### src/rtl/mem_master.sv
// Single-request memory bus initiator: takes ready/valid commands, issues one mem_req pulse
// per attempt, retries errored acks, times out hung attempts and returns a held response.
module mem_master #(
    parameter int unsigned TIMEOUT   = 16,
    parameter int unsigned MAX_RETRY = 2
) (
    input  logic        clk_i,
    input  logic        aresetn_i,
    input  logic        cmd_valid_i,
    output logic        cmd_ready_o,
    input  logic        cmd_write_i,
    input  logic [7:0]  cmd_addr_i,
    output logic        rsp_valid_o,
    input  logic        rsp_ready_i,
    output logic [31:0] rsp_data_o,
    output logic        rsp_err_o,
    output logic        rsp_timeout_o,
    output logic [2:0]  rsp_retries_o,
    output logic [7:0]  rsp_lat_o,
    output logic        mem_req_o,
    output logic        mem_read_o,
    output logic        mem_write_o,
    output logic [7:0]  mem_addr_o,
    input  logic        mem_ack_i,
    input  logic        mem_err_i,
    input  logic [31:0] mem_data_i
);

    localparam logic [1:0] StIdle = 2'd0;
    localparam logic [1:0] StReq  = 2'd1;
    localparam logic [1:0] StWait = 2'd2;
    localparam logic [1:0] StResp = 2'd3;

    logic [1:0]  state_q, state_d;
    logic        write_q, write_d;
    logic [7:0]  addr_q, addr_d;
    logic [2:0]  retry_q, retry_d;
    logic [7:0]  lat_q, lat_d;
    logic [7:0]  wait_q, wait_d;
    logic [31:0] data_q, data_d;
    logic        err_q, err_d;
    logic        tout_q, tout_d;

    logic [7:0]  lat_inc;
    logic [7:0]  wait_inc;

    assign lat_inc  = (lat_q == 8'hff) ? lat_q : lat_q + 8'd1;
    assign wait_inc = wait_q + 8'd1;

    always_comb begin
        state_d = state_q;
        write_d = write_q;
        addr_d  = addr_q;
        retry_d = retry_q;
        lat_d   = lat_q;
        wait_d  = wait_q;
        data_d  = data_q;
        err_d   = err_q;
        tout_d  = tout_q;
        case (state_q)
            StIdle: begin
                if (cmd_valid_i) begin
                    write_d = cmd_write_i;
                    addr_d  = cmd_addr_i;
                    retry_d = 3'd0;
                    lat_d   = 8'd0;
                    data_d  = 32'd0;
                    err_d   = 1'b0;
                    tout_d  = 1'b0;
                    state_d = StReq;
                end
            end
            StReq: begin
                lat_d   = lat_inc;
                wait_d  = 8'd0;
                state_d = StWait;
            end
            StWait: begin
                lat_d  = lat_inc;
                wait_d = wait_inc;
                // An ack landing on the final WAIT cycle wins over the timeout.
                if (mem_ack_i) begin
                    if (!mem_err_i) begin
                        data_d  = write_q ? 32'd0 : mem_data_i;
                        state_d = StResp;
                    end else if (retry_q != 3'(MAX_RETRY)) begin
                        retry_d = retry_q + 3'd1;
                        state_d = StReq;
                    end else begin
                        err_d   = 1'b1;
                        state_d = StResp;
                    end
                end else if (wait_inc == 8'(TIMEOUT)) begin
                    tout_d  = 1'b1;
                    state_d = StResp;
                end
            end
            StResp: begin
                if (rsp_ready_i) begin
                    state_d = StIdle;
                end
            end
            default: state_d = StIdle;
        endcase
    end

    always_ff @(posedge clk_i or negedge aresetn_i) begin
        if (!aresetn_i) begin
            state_q <= StIdle;
            write_q <= 1'b0;
            addr_q  <= 8'd0;
            retry_q <= 3'd0;
            lat_q   <= 8'd0;
            wait_q  <= 8'd0;
            data_q  <= 32'd0;
            err_q   <= 1'b0;
            tout_q  <= 1'b0;
        end else begin
            state_q <= state_d;
            write_q <= write_d;
            addr_q  <= addr_d;
            retry_q <= retry_d;
            lat_q   <= lat_d;
            wait_q  <= wait_d;
            data_q  <= data_d;
            err_q   <= err_d;
            tout_q  <= tout_d;
        end
    end

    logic active;
    assign active = (state_q == StReq) || (state_q == StWait);

    assign cmd_ready_o   = (state_q == StIdle);
    assign rsp_valid_o   = (state_q == StResp);
    assign rsp_data_o    = data_q;
    assign rsp_err_o     = err_q;
    assign rsp_timeout_o = tout_q;
    assign rsp_retries_o = retry_q;
    assign rsp_lat_o     = lat_q;
    assign mem_req_o     = (state_q == StReq);
    assign mem_read_o    = active && !write_q;
    assign mem_write_o   = active && write_q;
    assign mem_addr_o    = addr_q;

endmodule

### config.mk
export PLATFORM = sky130hd
export DESIGN_NAME = mem_master
export DESIGN_NICKNAME = d
export VERILOG_FILES = /design/src/rtl/mem_master.sv
export SDC_FILE = /design/constraint.sdc
export NUM_CORES = 1
export LEC_CHECK = 0
export CAP_MARGIN = 40
export CORE_UTILIZATION = 49
export DETAILED_ROUTE_END_ITERATION = 6
export HOLD_SLACK_MARGIN = 0.03
export PLACE_DENSITY = 0.86
export SLEW_MARGIN = 30
export SYNTH_ARGS = -nofsm -noshare
export SYNTH_HDL_FRONTEND = slang
export SYNTH_SLANG_ARGS = --single-unit
### constraint.sdc
create_clock -name clk_i -period 2.8 [get_ports clk_i]
set_input_delay 0.7 -clock clk_i [delete_from_list [all_inputs] [get_ports clk_i]]
set_output_delay 0.7 -clock clk_i [all_outputs]
set_load 0.05 [all_outputs]
After elaboration in Yosys (flattened, before gate mapping):

Index checks and enable logic that the tools add are counted.

* logic and storage cells: 74
* output and inout port bits: 58
* input port bits: 47
* flip-flop bits (word level): 64

* multiplexer cells: 29
* reductions and logical operators: 16
* add/subtract/negate cells: 3
* equal/unequal tests: 17

Operators by type and width (count)
* $mux 32: 4
* $pmux 32 s2: 1
* $pmux 8 s2: 2
* $ne 2x2->1 const B: 9
* $add 8x1->8 const B: 2
* $mux 8: 2
* $mux 2: 6
* $mux 3: 4
* $reduce_and 5->1: 2
* $eq 8x5->1 const B: 1
* $eq 8x8->1 const B: 1
* $pmux 2 s4: 1
* $reduce_and 4->1: 2
* $mux 1: 6
* $pmux 3 s2: 1
* $reduce_and 3->1: 2
* $reduce_bool 2->1: 3
* $eq 2x2->1 const B: 2
* $pmux 1 s2: 2
* $add 3x1->3 const B: 1
* $ne 3x2->1 const B: 1
* $ne 3x3->1 const B: 1
* $eq 2x1->1 const B: 1
* $logic_and 1x1->1: 2
* other kinds (6): 6

Depth between registers and ports, before layout:

* depth after elaboration: 5
* depth in mapped cells: 9

Worst setup path after synthesis:

Ideal clock, no wire load.

* path type: register to output
* from: register state_q[0]
* to: output port mem_read_o
* cell stages (with the launch flop): 6
* data arrival time: 1.763 ns
* slack: 0.337 ns
* data required time: 2.100 ns
* path through: dfrtp_1 inv_1 ha_1 inv_1 clkbuf_1 nor2_1

* longest elaborated chain between the ends: 3
* elaborated cells on any way between the ends: 4

Ends and longest elaborated chain
* start: declaration: RTL line 34 `logic [1:0] state_q, state_d;`
* start signal: assignment: RTL line 109 `state_q <= StIdle;`
* start signal: assignment: RTL line 119 `state_q <= state_d;`
* $eq 2x1->1 or $eq 2x2->1 (tied branches): RTL line 132 `assign active = (state_q == StReq) || (state_q == StWait);`
* $logic_or 1x1->1 *: RTL line 132
* named net active: RTL line 131 `logic active;`
* $logic_and 1x1->1 *: RTL line 142 `assign mem_read_o = active && !write_q;`
* end: declaration: RTL line 21 `output logic mem_read_o,`

Mark *: on every way through the listed nets, which the timed path passes. The rest lies on a longest branch.

Worst setup path in the final report:

* from: register state_q[0]
* to: output port cmd_ready_o

* longest elaborated chain between the ends: 1

Ends and longest elaborated chain
* $logic_not 2->1: RTL line 134 `assign cmd_ready_o = (state_q == StIdle);`
* end: declaration: RTL line 10 `output logic cmd_ready_o,`

Every way passes these cells.

==> results.json <==
{
  "synthTopCellsByCount": "nand2_1, dfrtp_1, o21ai_1, nor2_1, o21ai_0",
  "cts_setup_buffers": 0,
  "synth-seq-area-share_pct": 53.0,
  "endpoint_kind": "output pin",
  "period_minus_slack_ns": 2.59,
  "multi_input_area_sq_um": 1300,
  "drive_gt1_share_pct": 10.6,
  "die_w_um": 80.5,
  "critPathKind": "reg2out",
  "post_cts_resized": 0,
  "synth-edff-count": 0,
  "worstPathMaxFanout": 4,
  "clock_sinks": 64,
  "cap_viol_max_count": 0,
  "outcome": "complete, no violations",
  "drt_pre_antenna_iters": 4,
  "synth_top_area_share_pct": 53.0,
  "ys_seq_elements": 64,
  "track_usage_pct": 24.2,
  "num_rows": 28,
  "routedWlPerCell_um": 14.7,
  "syn2layout_area_growth_pct": 46.3,
  "cts_root_buffer": "clkbuf_8",
  "hpwl_mm": 5.31,
  "setup.worst_path.start_class": "register",
  "synthArstFlopShare_pct": 100,
  "synth.most_common_cell": "nand2_1",
  "grt_antenna_before_repair": 0,
  "htreeDepth": 3,
  "drv_slew": 0,
  "io_pins": 105,
  "cp_data_arrival_time_ns": 1.89,
  "die_height_um": 80.5,
  "yosys_warnings": 0,
  "dpl.cell_count": 491,
  "syn_inst": 317,
  "ys.flop_type": "dfrtp_1",
  "insertedDiodeCount": 0,
  "final-seq-area_sq_um": 1600,
  "hold_viol": 0,
  "synth_top_cell_by_area": "dfrtp_1",
  "drt_iter0_markers": 204,
  "grt_first_pass_wirelength_mm": 11.7,
  "final_area_sq_um": 4420,
  "cts_tree": "done",
  "rsz0062_at_grt": "false",
  "vias": 2694,
  "fillers": 439,
  "post-route-period-util_pct": 92.5,
  "die_area_sq_um": 6480,
  "fin_nets": 483,
  "detail-route-antenna-nets": 0,
  "avgSynthCellArea_sq_um": 9.53,
  "ir_drop_mv": 0.726,
  "syn_area_sq_um": 3020,
  "routed_via_density": 5.30,
  "tightest_slew_ns": 0.559,
  "min_path_type": "in2async",
  "numCtsBuffers": 9,
  "setup_violations": 0,
  "io_buffers": 104,
  "grt-ovfl-total": 0,
  "grt_max_degree": 42,
  "finalNonFillerCells": 508,
  "fin_skew_ns": 0.00806,
  "place_area_sq_um": 4180,
  "critical_path_required_ns": 2.10,
  "fp.coreArea_sq_um": 5920,
  "clockBufferDepth": 2,
  "fin_setup_tns_ns": 0,
  "drcViolationCount": 0,
  "relSlewSlack_pct": 62.7,
  "cts_hold_repair.buffers": 0,
  "synthTopCellsByArea": "dfrtp_1, nand2_1, o21ai_1",
  "gp_congestion": 0.837,
  "syn_nets": 372,
  "path_clk_slew_ns": 0.07,
  "p_per_area_nw_per_um2": 1200,
  "wirelength_mm": 7.44,
  "synth.distinct_cells": 41,
  "clk_latency_ns": 0.33,
  "start_util_pct": 51.0,
  "cellLeakagePower_nw": 1.85,
  "first_global_vias": 2526,
  "fmax_mhz": 386
}
layout make-up:
class                      count  share of cell area [%]
clock buffer                  10                    3.12
clock inverter                 6                    1.87
tap                           75                    2.12
inverter                       9                   0.765
timing repair buffer         117                    26.4
sequential                    64                    36.3
multi-input combinational    227                    29.5
metal layers:
layer | GRT usage, % | part of all wire (%) | vias up
met5 | 0 | 0 | -
met4 | 9.64 | 1.0 | 0
met3 | 6.14 | 5.6 | 6
met2 | 40.0 | 52 | 85
met1 | 30.1 | 41 | 1301
li1 | - | - | 1302
cells in the final DEF (no fill, tap or decap), types with 7 or more instances in the layout:
cell type	synthesis	layout
a21oi_1	7	7
buf_4	0	12
clkbuf_8	0	10
clkdlybuf4s50_1	0	101
dfrtp_1	64	64
ha_1	8	8
inv_1	8	8
mux2_2	10	10
mux2i_1	8	8
nand2_1	78	78
nand3_1	12	12
nor2_1	16	15
o21ai_0	13	13
o21ai_1	32	32
kinds of logic after synthesis:
logic type | share of synthesized area, %
compound gates | 14.1
xor+xnor | 0.290
fa+ha+maj | 3.31
buf+inv | 3.98
flops | 53.0
simple gates | 18.5
mux | 6.75
through the flow:
step / util, % / hold WS, ns / setup slack, ns / power, W
3_3_place_gp: 70.6 / 0.465 / 0.472 / 0.00438
3_5_place_dp: 70.6 / 0.474 / 0.402 / 0.00445
5_1_grt: 74.6 / 0.212 / 0.119 / 0.00560
2_1_floorplan: - / 0.404 / 0.337 / 0.00344
6_report: 74.6 / 0.212 / 0.211 / 0.00530
4_1_cts: 74.3 / 0.452 / 0.182 / 0.00534
report_power, final:
| part | total [W] | switching (W) | internal (W) | leakage [nW] |
|---|---|---|---|---|
| Sequential | 0.00141 | 0.000206 | 0.00121 | 0.862 |
| Clock | 0.000868 | 0.000348 | 0.000521 | 0.112 |
| Combinational | 0.00302 | 0.00198 | 0.00104 | 0.875 |
| Total | 0.00530 | 0.00253 | 0.00277 | 1.85 |
worst max-delay path: stages, from the launching register on:
cell             delay (ns)
dfrtp_1                0.42
inv_1                  0.13
ha_1                   0.20
clkdlybuf4s50_1        0.81
final timing paths:
path                                from       endpoint  slack (ns)  cells past startpoint
max                           state_q[0]    cmd_ready_o        0.21                      3
max in group asynchronous      aresetn_i  mem_addr_o[0]        1.93                      3
max reg2reg                   state_q[0]   rsp_lat_o[5]        0.72                      7
min                            aresetn_i   rsp_lat_o[6]        0.21                      1
min in group clk_i         rsp_data_o[6]  rsp_data_o[6]        0.49                      2
min reg2reg                rsp_data_o[6]  rsp_data_o[6]        0.49                      2
flip-flops by register name, indices dropped and copies added (netlist names):
register / flops
rsp_data_o: 32
mem_addr_o: 8
rsp_lat_o: 8
wait_q: 8
rsp_retries_o: 3
state_q: 2
rsp_err_o: 1
rsp_timeout_o: 1
write_q: 1
No activity file was read; power rests on OpenSTA's default activity.
